==> src/rtl/pcie_fifo_unpack_pkg.sv <==
// Shared widths and encodings for the PCIe prefetch FIFO read side.
// The write (16->128) side uses the same widths.
package pcie_fifo_unpack_pkg;

  localparam int PIX_W      = 16;
  localparam int WORD_W     = 128;
  localparam int LANES      = 8;
  localparam int LANE_IDX_W = 3;

  typedef enum logic {
    ST_EMPTY = 1'b0,
    ST_HOLD  = 1'b1
  } state_e;

  function automatic logic [PIX_W-1:0] lane_pix(input logic [WORD_W-1:0]     w,
                                                input logic [LANE_IDX_W-1:0] idx);
    return w[idx*PIX_W +: PIX_W];
  endfunction

endpackage

==> src/rtl/pcie_fifo_unpack.sv <==
// Pops 128-bit words from the prefetch FIFO and streams them out as eight
// 16-bit pixels each, with line/frame markers and an underrun counter.
module pcie_fifo_unpack
  import pcie_fifo_unpack_pkg::*;
#(
  parameter int LSB_FIRST   = 1,
  parameter int LINE_PIXELS = 1280,
  parameter int FRAME_LINES = 720
) (
  input  logic              rd_clk,
  input  logic              rd_rst,
  input  logic              fifo_rd_vld,
  input  logic [WORD_W-1:0] fifo_rd_data,
  output logic              fifo_rd_en,
  output logic [PIX_W-1:0]  pix_data,
  output logic              pix_vld,
  input  logic              pix_rdy,
  output logic              pix_sol,
  output logic              pix_eol,
  output logic              pix_sof,
  output logic              frm_done,
  output logic [15:0]       underrun_cnt
);

  localparam logic [11:0]           PIX_LAST  = 12'(LINE_PIXELS - 1);
  localparam logic [11:0]           LINE_LAST = 12'(FRAME_LINES - 1);
  localparam logic [LANE_IDX_W-1:0] LANE_LAST = LANE_IDX_W'(LANES - 1);

  state_e                  state_q, state_d;
  logic [WORD_W-1:0]       word_buf_q, word_buf_d;
  logic [LANE_IDX_W-1:0]   lane_q, lane_d;
  logic [11:0]             pix_cnt_q, pix_cnt_d;
  logic [11:0]             line_cnt_q, line_cnt_d;
  logic                    frm_done_q, frm_done_d;
  logic [15:0]             underrun_q, underrun_d;

  logic accept, last_lane, eol_raw;

  assign pix_vld   = (state_q == ST_HOLD);
  assign accept    = pix_vld & pix_rdy;
  assign last_lane = (lane_q == LANE_LAST);
  assign eol_raw   = (pix_cnt_q == PIX_LAST);

  // Refill on the last-lane accept keeps the stream bubble-free across words.
  assign fifo_rd_en = ~rd_rst & fifo_rd_vld &
                      ((state_q == ST_EMPTY) | (pix_vld & last_lane & pix_rdy));

  generate
    if (LSB_FIRST != 0) begin : g_lsb
      assign pix_data = lane_pix(word_buf_q, lane_q);
    end else begin : g_msb
      assign pix_data = lane_pix(word_buf_q, ~lane_q);
    end
  endgenerate

  assign pix_sol      = pix_vld & (pix_cnt_q == 12'd0);
  assign pix_eol      = pix_vld & eol_raw;
  assign pix_sof      = pix_sol & (line_cnt_q == 12'd0);
  assign frm_done     = frm_done_q;
  assign underrun_cnt = underrun_q;

  always_comb begin
    state_d    = state_q;
    word_buf_d = word_buf_q;
    lane_d     = lane_q;
    pix_cnt_d  = pix_cnt_q;
    line_cnt_d = line_cnt_q;
    frm_done_d = 1'b0;
    underrun_d = underrun_q;

    if (fifo_rd_en) begin
      word_buf_d = fifo_rd_data;
      lane_d     = '0;
      state_d    = ST_HOLD;
    end else if (accept && last_lane) begin
      state_d    = ST_EMPTY;
    end else if (accept) begin
      lane_d     = lane_q + LANE_IDX_W'(1);
    end

    if (accept) begin
      if (eol_raw) begin
        pix_cnt_d  = '0;
        line_cnt_d = (line_cnt_q == LINE_LAST) ? 12'd0 : line_cnt_q + 12'd1;
        frm_done_d = (line_cnt_q == LINE_LAST);
      end else begin
        pix_cnt_d  = pix_cnt_q + 12'd1;
      end
    end

    // Only starvation inside a frame counts; idle time between frames is expected.
    if (pix_rdy && !pix_vld && ((pix_cnt_q | line_cnt_q) != 12'd0) &&
        (underrun_q != 16'hFFFF))
      underrun_d = underrun_q + 16'd1;
  end

  always_ff @(posedge rd_clk or posedge rd_rst) begin
    if (rd_rst) begin
      state_q    <= ST_EMPTY;
      word_buf_q <= '0;
      lane_q     <= '0;
      pix_cnt_q  <= '0;
      line_cnt_q <= '0;
      frm_done_q <= 1'b0;
      underrun_q <= '0;
    end else begin
      state_q    <= state_d;
      word_buf_q <= word_buf_d;
      lane_q     <= lane_d;
      pix_cnt_q  <= pix_cnt_d;
      line_cnt_q <= line_cnt_d;
      frm_done_q <= frm_done_d;
      underrun_q <= underrun_d;
    end
  end

endmodule

==> config.mk <==
export PLATFORM = sky130hd
export DESIGN_NAME = pcie_fifo_unpack
export DESIGN_NICKNAME = d
export VERILOG_FILES = /design/src/rtl/pcie_fifo_unpack_pkg.sv /design/src/rtl/pcie_fifo_unpack.sv
export SDC_FILE = /design/constraint.sdc
export NUM_CORES = 1
export LEC_CHECK = 0
export CAP_MARGIN = 40
export CORE_MARGIN = 2
export CORE_UTILIZATION = 29
export DETAILED_ROUTE_END_ITERATION = 7
export SLEW_MARGIN = 40
export SYNTH_ARGS = -nofsm -noshare
export SYNTH_HDL_FRONTEND = slang
export SYNTH_SLANG_ARGS = --single-unit
==> constraint.sdc <==
create_clock -name rd_clk -period 23 [get_ports rd_clk]
set_input_delay 6.9 -clock rd_clk [delete_from_list [all_inputs] [get_ports rd_clk]]
set_output_delay 6.9 -clock rd_clk [all_outputs]
set_load 0.005 [all_outputs]
==> out/metrics.csv, run 1 <==
stage;metric;value;unit
run_status;outcome;finished clean;
placement;dp_hpwl;13400;um
setup_path;crit_type;input pin to output port;
setup_path;crit_end;fifo_rd_en;
timing;worst_pin_slew;0.712;ns
clocking;cts_made_buffers;17;
yosys;syn_inst;564;
yosys;ys_ff_latch;173;
floorplan;core;27000;um2
setup_path;r2r_slack;19.40;ns
detailed_routing;drt-vias-per-instance;4.70;
setup_path;crit_buf_inv;3;
setup_path;cp.depth;5;
timing;hold_violations;0;
detailed_routing;dr.pass1.iters;4;
timing;slew_viol_final;0;
setup_path;crit_family;buffers and inverters;
detailed_routing;detail_route.iter0.violations;256;
setup_path;endpoint_kind;output port;
yosys;yosysTopAreaCell;dfrtp_1;
yosys;synth_nets;703;
yosys;syn_area;7950;um2
floorplan;fp.dieH;170;um
setup_path;r2r_cells;8;
clocking;cts_resized;0;
detailed_routing;wl;19100;um
setup_path;path_cells;clkdlybuf4s50_1 -> inv_6 -> nand2_1 -> a21oi_4 -> clkdlybuf4s50_1;
yosys;synth_top_cell_area_share;0.544;
cells_and_area;nNetsFinal;868;
detailed_routing;dr_wl_met2;9250;um
detailed_routing;post_drt_wl_per_cell;17.6;um
timing;finalClockSkew;0.0109;ns
yosys;synth_area_leaders;dfrtp_1, mux2_2, mux4_2;
floorplan;start_util;0.295;
setup_path;crit_fanout;45;
cells_and_area;drive_above_1_share;0.302;
setup_path;worstReg2RegEnd;word_buf_q[3];
clocking;clockBufferDepth;2;
setup_path;crit_slowest_cell;clkdlybuf4s50_1;
timing;fin_hold_ws;0.478;ns
floorplan;die-area;28800;um2
detailed_routing;ant_nets;0;
cells_and_area;fill_cells;2543;
yosys;synth_ff_type;dfrtp_1;
detailed_routing;drc;0;
setup_path;cpMostUsedCell;clkdlybuf4s50_1;
detailed_routing;routed.top_layer;met5;
setup_path;max_stage_delay;0.59;ns
yosys;synth_seq_area_share;0.544;
detailed_routing;wl_met3;927;um
setup_path;crit_required;16.10;ns
clocking;clkTransAtPathRegs;0.06;ns
yosys;synth_edf_count;0;
timing;rsz0062_at_grt;no;
clocking;post-cts-setup-buffers;0;
detailed_routing;m1WireLength;8650;um
clocking;cts_tree;built;
timing;fin_crit_sh;0.687;
grt;grt_overflow;0;
yosys;yosys-top-cells-count;dfrtp_1, mux2_2, mux4_2;
setup_path;cp-start-kind;input pin;
grt;grt_max_degree;67;
grt;grt_pass1_vias;5257;
floorplan;row_count;60;
job;cap_violations;0;
placement;place_congestion;0.740;
clocking;clkLatencyLatePin;0.42;ns
clocking;cts_hold_repair.buffers;0;
yosys;postSynthAreaPerCell;14.1;um2
yosys;yosysMostFrequentCell;dfrtp_1;
floorplan;ioPinCount;170;
timing;max_freq;63.3;MHz
grt;grt_pass1_wl;30100;um
yosys;yosysWarningCount;0;
power;ir_worst_vdd;0.0523;mV
setup_path;r2r-start;lane_q[1];
detailed_routing;vias;5095;
timing;setup_violations;0;
power;p_leak;4.44;nW
min_path;hold_path.class;flip-flop to flip-flop;
timing;tns;0;ns
timing;fin_crit;15.81;ns
grt;antenna_found_initial;1;
setup_path;crit_start;rd_rst;
power;power_density;115;nW/um2
yosys;synth_cell_type_count;40;
yosys;async_flop_share;1.00;
setup_path;worstPathArrival;8.91;ns
timing;slew_headroom;0.524;
clocking;cts_sinks;173;
grt;grt_usage;0.137;
clocking;clock_tree.root_cell;clkbuf_16;
floorplan;die_w;170;um
cells_and_area;syn_to_final_growth;33.6;%
placement;io_buffers;169;
clocking;cts.htree.levels;4;
-- worst min path at each step --
stage / from / end / slack (ns) / cells past startpoint
detailed placement: line_cnt_q[11] / line_cnt_q[11] / 0.47 / 1
global route: line_cnt_q[11] / line_cnt_q[11] / 0.51 / 1
floorplan: line_cnt_q[11] / line_cnt_q[11] / 0.45 / 1
finish: line_cnt_q[11] / line_cnt_q[11] / 0.48 / 1
global placement: line_cnt_q[11] / line_cnt_q[11] / 0.47 / 1
CTS: line_cnt_q[11] / line_cnt_q[11] / 0.48 / 1
-- stage by stage --
stage | utilization | setup slack [ns] | instances | cell area, um2 | total power, mW
after floorplan | - | 4.27 | 564 | 7950 | 0.771
after global placement | 0.371 | 7.18 | 1050 | 10000 | 0.948
after detailed placement | 0.372 | 7.17 | 1050 | 10000 | 0.957
after CTS | 0.393 | 7.16 | 1082 | 10600 | 1.25
after global routing | 0.394 | 7.02 | 1083 | 10600 | 1.30
final | 0.394 | 7.19 | 1084 | 10600 | 1.22
-- where the power goes --
| part | internal [mW] | switching [mW] | total [mW] | leakage [nW] |
|---|---|---|---|---|
| clock network | 0.161 | 0.124 | 0.285 | 0.282 |
| registers | 0.424 | 0.0939 | 0.518 | 2.15 |
| logic | 0.290 | 0.129 | 0.419 | 2.01 |
| total | 0.876 | 0.347 | 1.22 | 4.44 |
-- layer usage --
| metal | GRT usage | vias to the layer above |
|---|---|---|
| met5 | 0 | - |
| met4 | 0.0431 | 2 |
| met3 | 0.0319 | 18 |
| met2 | 0.220 | 113 |
| met1 | 0.185 | 2571 |
| li1 | - | 2391 |
-- layout by cell type (no fill, tap or decap), drive strengths merged --
cell type and count:
xnor2 9, a211oi 1, or4 6, clkinvlp 1, o311ai 1, mux2i 1, dfrtp 173, o21ai 8
clkinv 7, and4 2, or4b 1, nor3 14, and2 1, a21oi 6, and3 7, clkdlybuf4s50 169
diode 1, nor3b 2, nand2 30, inv 13, o31ai 1, nand4 5, bufinv 2, nor2 17
mux2 145, nand2b 1, a31o 1, a221oi 1, o41ai 1, nand3 19, ha 7, xor2 21
clkbuf 19, or3 1, mux4 32, a21o 1, buf 6, nor4 10
-- worst reg2reg max path: cells and delay by family, from the launching register on --
| kind | cells | cell delay [ns] |
|---|---|---|
| buf+inv | 3 | 1.23 |
| compound gates | 1 | 0.41 |
| flops | 1 | 0.81 |
| simple gates | 1 | 0.13 |
| fa+ha+maj | 2 | 0.49 |
| mux | 1 | 0.40 |
-- cell families after synthesis --
logic type / share of synthesized area
xor gates and xnor gates: 0.0330
muxes: 0.298
adders and majority gates: 0.0110
buffers and inverters: 0.0195
AOI/OAI and AO/OA: 0.0183
DFF: 0.544
and+or+nand+nor: 0.0763
-- sequential cells by signal, summed over array words and instances (netlist names) --
name,cells
line_cnt_q,12
frm_done,1
pix_vld,1
word_buf_q,128
lane_q,3
underrun_cnt,16
pix_cnt_q,12
-- area by class of cell --
type | count | area, um2 | share of cell area
Multi-Input combinational cell | 352 | 3490 | 0.328
Tap cell | 341 | 427 | 0.0401
Antenna cell | 1 | 2.50 | 0.000235
Clock buffer | 19 | 433 | 0.0407
Clock inverter | 13 | 140 | 0.0132
Sequential cell | 173 | 4340 | 0.408
Inverter | 10 | 42.5 | 0.00400
Timing Repair Buffer | 175 | 1760 | 0.166
No activity file was read; power rests on OpenSTA's default activity.
==> run 2, diff against run 1 <==
==> constraint.sdc (replaced) <==
create_clock -name rd_clk -period 14.3 [get_ports rd_clk]
set_input_delay 4.29 -clock rd_clk [delete_from_list [all_inputs] [get_ports rd_clk]]
set_output_delay 4.29 -clock rd_clk [all_outputs]
set_load 0.005 [all_outputs]
==> run 2 against run 1 <==
Register-to-register slack lost 8.7 ns. Largest power group unchanged. Sequential power rose by 60%. Flip-flop and latch count stayed put. Cell area shrank 0.20%. Critical path type unchanged. Count of clock-buffer cells in the layout is 1 higher. Clock skew increased by 0.0018 ns.
==> out/metrics.csv, run 2 (synthesized netlist as in run 1, its figures left out) <==
stage;metric;value;unit
run_status;outcome;finished clean;
clocking;clock_tree.root_cell;clkbuf_16;
setup_path;crit_buf_inv;3;
cells_and_area;fill_cells;2554;
cells_and_area;largest_reg_flops;128;
timing;setup_violations;0;
setup_path;path_cells;clkdlybuf4s50_1 -> inv_6 -> nand2_1 -> a21oi_4 -> clkdlybuf4s50_1;
floorplan;core;27000;um2
floorplan;die-area;28800;um2
placement;dp_hpwl;13400;um
grt;grt_pass1_vias;5353;
setup_path;r2r-start;lane_q[1];
job;cap_violations;0;
min_path;whs_endpoint;line_cnt_q[11];
timing;slew_viol_final;0;
timing;worst_pin_slew;0.803;ns
clocking;cts_sinks;173;
setup_path;worstPathArrival;6.26;ns
floorplan;row_count;60;
floorplan;ioPinCount;170;
grt;grt_max_degree;73;
detailed_routing;wl;19300;um
clocking;clockBufferDepth;2;
clocking;clkLatencyLatePin;0.43;ns
timing;fin_crit;10.55;ns
placement;dp_cells;1050;
cells_and_area;mostFrequentLayoutCells;dfrtp_1, clkdlybuf4s50_1, mux2_2, mux4_2, nand2_1;
placement;io_buffers;169;
cells_and_area;drive_above_1_share;0.301;
cells_and_area;nNetsFinal;867;
timing;tns;0;ns
min_path;holdPathStages;1;
setup_path;worstReg2RegEnd;word_buf_q[109];
timing;rsz0062_at_grt;no;
setup_path;endpoint_kind;output port;
cells_and_area;syn_to_final_growth;33.4;%
detailed_routing;vias;5138;
setup_path;crit_slowest_cell;clkdlybuf4s50_1;
clocking;cts_resized;0;
cells_and_area;regMostFlops;word_buf_q;
setup_path;cpMostUsedCell;clkdlybuf4s50_1;
timing;finalClockSkew;0.0127;ns
cells_and_area;utilization;0.394;
power;p_leak;4.42;nW
setup_path;crit_required;10.01;ns
detailed_routing;drc;0;
floorplan;start_util;0.295;
clocking;clkTransAtPathRegs;0.07;ns
power;power_density;186;nW/um2
clocking;cts_made_buffers;17;
setup_path;crit_type;input pin to output port;
timing;hold_violations;0;
setup_path;r2r_slack;10.71;ns
placement;place_congestion;0.723;
cells_and_area;seqCellArea;4340;um2
floorplan;fp.dieH;170;um
placement;pre_cts_slack;3.68;ns
detailed_routing;ant_nets;0;
detailed_routing;detail_route.iter0.violations;275;
floorplan;die_w;170;um
grt;grt_usage;0.138;
cells_and_area;layout_commonest_cell;dfrtp_1;
detailed_routing;dr.pass1.iters;4;
setup_path;r2r_cells;7;
cells_and_area;multi_input_area;3490;um2
setup_path;crit_fanout;68;
clocking;cts_hold_repair.buffers;0;
clocking;post-cts-setup-buffers;0;
timing;slew_headroom;0.465;
grt;grt_overflow;0;
min_path;hold_start;line_cnt_q[11];
timing;fin_crit_sh;0.738;
grt;antenna_found_initial;2;
timing;max_freq;94.8;MHz
detailed_routing;drt-vias-per-instance;4.74;
clocking;cts_tree;built;
grt;grt_pass1_wl;30300;um
clocking;cts.htree.levels;4;
setup_path;max_stage_delay;0.54;ns
setup_path;cp-start-kind;input pin;
timing;setup_slack;3.75;ns
power;ir_worst_vdd;0.105;mV
detailed_routing;post_drt_wl_per_cell;17.8;um
setup_path;crit_family;buffers and inverters;
cells_and_area;stdcell_count;1083;
min_path;hold_path.class;flip-flop to flip-flop;
-- run 2: area by class of cell --
type,instances,share of cell area
Clock buffer,20,0.0421
Sequential cell,173,0.409
Inverter,10,0.00401
Antenna cell,1,0.000236
Timing Repair Buffer,174,0.164
Multi-Input combinational cell,352,0.329
Clock inverter,12,0.0121
Tap cell,341,0.0402
-- run 2: how the worst max path moves through the flow --
| stage | depth (start not counted) | from | endpoint | slack, ns |
|---|---|---|---|---|
| finish | 5 | rd_rst | fifo_rd_en | 3.75 |
| global route | 5 | rd_rst | fifo_rd_en | 3.57 |
| CTS | 5 | rd_rst | fifo_rd_en | 3.68 |
| detailed placement | 5 | rd_rst | fifo_rd_en | 3.68 |
| global placement | 5 | rd_rst | fifo_rd_en | 3.67 |
| floorplan | 5 | rd_rst | fifo_rd_en | 0.79 |
-- run 2: per-layer routing --
layer	up-vias	wire, um	global-route usage
li1	2400	-	-
met3	17	856	0.0375
met1	2613	8690	0.179
met4	2	249	0.0450
met5	-	13	0
met2	106	9470	0.225
-- run 2: power by group --
part | switching, mW | internal (mW) | leakage (nW) | total (mW)
Combinational | 0.210 | 0.466 | 2.00 | 0.676
Clock | 0.211 | 0.250 | 0.276 | 0.461
Sequential | 0.149 | 0.682 | 2.15 | 0.831
-- run 2: metrics by stage --
step	total power, mW	hold WS (ns)	instance area [um2]
2_1_floorplan	1.24	0.447	7950
5_1_grt	2.10	0.507	10600
6_report	1.97	0.471	10600
3_3_place_gp	1.53	0.469	10000
3_5_place_dp	1.54	0.469	10000
4_1_cts	2.01	0.483	10600
==> run 3, diff against run 2 <==
==> constraint.sdc (replaced) <==
create_clock -name rd_clk -period 10.95 [get_ports rd_clk]
set_input_delay 3.285 -clock rd_clk [delete_from_list [all_inputs] [get_ports rd_clk]]
set_output_delay 3.285 -clock rd_clk [all_outputs]
set_load 0.005 [all_outputs]
==> run 3 against run 2 <==
Count of clock-buffer cells in the layout is 1 lower. Clock power up 41%. Setup slack got worse by 0.93 ns. Global-route usage about the same. Sequential share of layout area fell by 0.37 points. Power grew 34%. Via count is 0.18% higher. Non-clock buffer count up 3. Sequential power grew 29%. Critical endpoint unchanged. Largest cell class unchanged.
==> out/metrics.csv, run 3 (synthesized netlist as in run 1, its figures left out) <==
stage;metric;value;unit
grt;grt_pass1_vias;5383;
timing;setup_slack;2.82;ns
timing;rsz0062_at_grt;no;
power;clkPwrFrac;0.247;
floorplan;start_util;0.295;
grt;grt_pass1_wl;30500;um
cells_and_area;stdcell_count;1086;
placement;dpl_cell_area;10000;um2
timing;max_freq;123;MHz
cells_and_area;layout_commonest_cell;dfrtp_1;
min_path;holdPathStages;1;
power;swShare;0.280;
timing;fin_hold_ws;0.486;ns
cells_and_area;mostFrequentLayoutCells;dfrtp_1, clkdlybuf4s50_1, mux2_2, mux4_2, nand2_1;
timing;fin_crit_sh;0.742;
detailed_routing;ant_nets;0;
cells_and_area;utilization;0.397;
grt;grt_max_degree;76;
cells_and_area;syn_to_final_growth;34.6;%
timing;worst_pin_slew;0.771;ns
setup_path;endpoint_kind;output port;
floorplan;die_w;170;um
floorplan;die-area;28800;um2
detailed_routing;dr_wl_met2;9530;um
detailed_routing;wl_met3;920;um
cells_and_area;nNetsFinal;870;
setup_path;worstPathArrival;4.84;ns
clocking;cts_made_buffers;17;
detailed_routing;drc;0;
timing;setup_violations;0;
floorplan;row_count;60;
clocking;cts_sinks;173;
min_path;hold_path.class;flip-flop to flip-flop;
power;combPwrFrac;0.346;
setup_path;cp-start-kind;input pin;
placement;dp_hpwl;13300;um
placement;place_congestion;0.755;
power;ir_worst_vdd;0.115;mV
timing;slew_viol_final;0;
placement;io_buffers;169;
power;pwr-share-seq;0.407;
timing;tns;0;ns
placement;dp_cells;1051;
setup_path;crit_required;7.67;ns
power;p_int;1.90;mW
cells_and_area;largest_reg_flops;128;
setup_path;crit_type;input pin to output port;
setup_path;r2r_cells;7;
job;cap_violations;0;
clocking;clock_tree.root_cell;clkbuf_16;
timing;fin_crit;8.13;ns
detailed_routing;wl;19400;um
setup_path;crit_fanout;6;
clocking;post-cts-setup-buffers;0;
cells_and_area;drive_above_1_share;0.304;
power;power.total;2.64;mW
power;p_leak;4.45;nW
timing;hold_violations;0;
detailed_routing;dr.pass1.iters;4;
grt;grt_overflow;0;
clocking;clockBufferDepth;2;
placement;pre_cts_slack;2.83;ns
power;power_density;246;nW/um2
detailed_routing;m1WireLength;8720;um
grt;antenna_found_initial;3;
clocking;clkTransAtPathRegs;0.06;ns
clocking;cts_hold_repair.buffers;0;
run_status;outcome;finished clean;
floorplan;fp.dieH;170;um
floorplan;core;27000;um2
detailed_routing;drt-vias-per-instance;4.74;
detailed_routing;post_drt_wl_per_cell;17.8;um
detailed_routing;routed.top_layer;met5;
power;switchingPower;739;uW
detailed_routing;vias;5147;
cells_and_area;final_cell_area;10700;um2
detailed_routing;detail_route.iter0.violations;237;
clocking;cts_resized;0;
clocking;cts.htree.levels;4;
timing;slew_headroom;0.486;
timing;finalClockSkew;0.0139;ns
cells_and_area;fill_cells;2515;
cells_and_area;regMostFlops;word_buf_q;
clocking;clkLatencyLatePin;0.42;ns
clocking;cts_tree;built;
floorplan;ioPinCount;170;
grt;grt_usage;0.138;
## run 3: cell count changes in the layout (fill, tap and decap cells not counted), moves of 2 or more
cell	previous run	this run
bufinv_16	1	4
buf_12	0	2
clkinvlp_4	2	4
inv_8	2	0
inv_6	4	2
## run 3: final timing paths
kind | start | to | slack (ns)
max reg2reg | lane_q[1] | word_buf_q[123] | 7.46
min reg2reg | underrun_cnt[15] | underrun_cnt[15] | 0.49
min in group asynchronous | rd_rst | word_buf_q[32] | 3.35
max in group asynchronous | rd_rst | lane_q[1] | 5.87
max | pix_rdy | fifo_rd_en | 2.82
min | underrun_cnt[15] | underrun_cnt[15] | 0.49
## run 3: power by group through the flow
stage	logic [mW]	registers [mW]	clock network [mW]
finish	0.912	1.07	0.652
global route	0.994	1.11	0.707
CTS	0.931	1.08	0.674
detailed placement	0.925	1.09	0
global placement	0.915	1.08	0
floorplan	0.628	0.991	0
## run 3: layout make-up
| type | instances | area (um2) | share of cell area |
|---|---|---|---|
| antenna | 2 | 5.00 | 0.000467 |
| clock buffer | 19 | 443 | 0.0414 |
| clock inverter | 12 | 186 | 0.0174 |
| inverter | 10 | 41.3 | 0.00386 |
| multi-input combinational | 352 | 3480 | 0.325 |
| sequential | 173 | 4340 | 0.405 |
| tap | 341 | 427 | 0.0399 |
| timing repair buffer | 177 | 1790 | 0.167 |
## run 3: routing by layer
layer | vias to the layer above | global-route usage
li1 | 2401 | -
met2 | 114 | 0.227
met5 | - | 0
met1 | 2610 | 0.180
met3 | 18 | 0.0378
met4 | 4 | 0.0390
## run 3: worst max-delay path, cell delays in order
cell	delay [ns]
clkdlybuf4s50_1	0.62
nand2_1	0.16
a21oi_4	0.18
clkdlybuf4s50_1	0.59
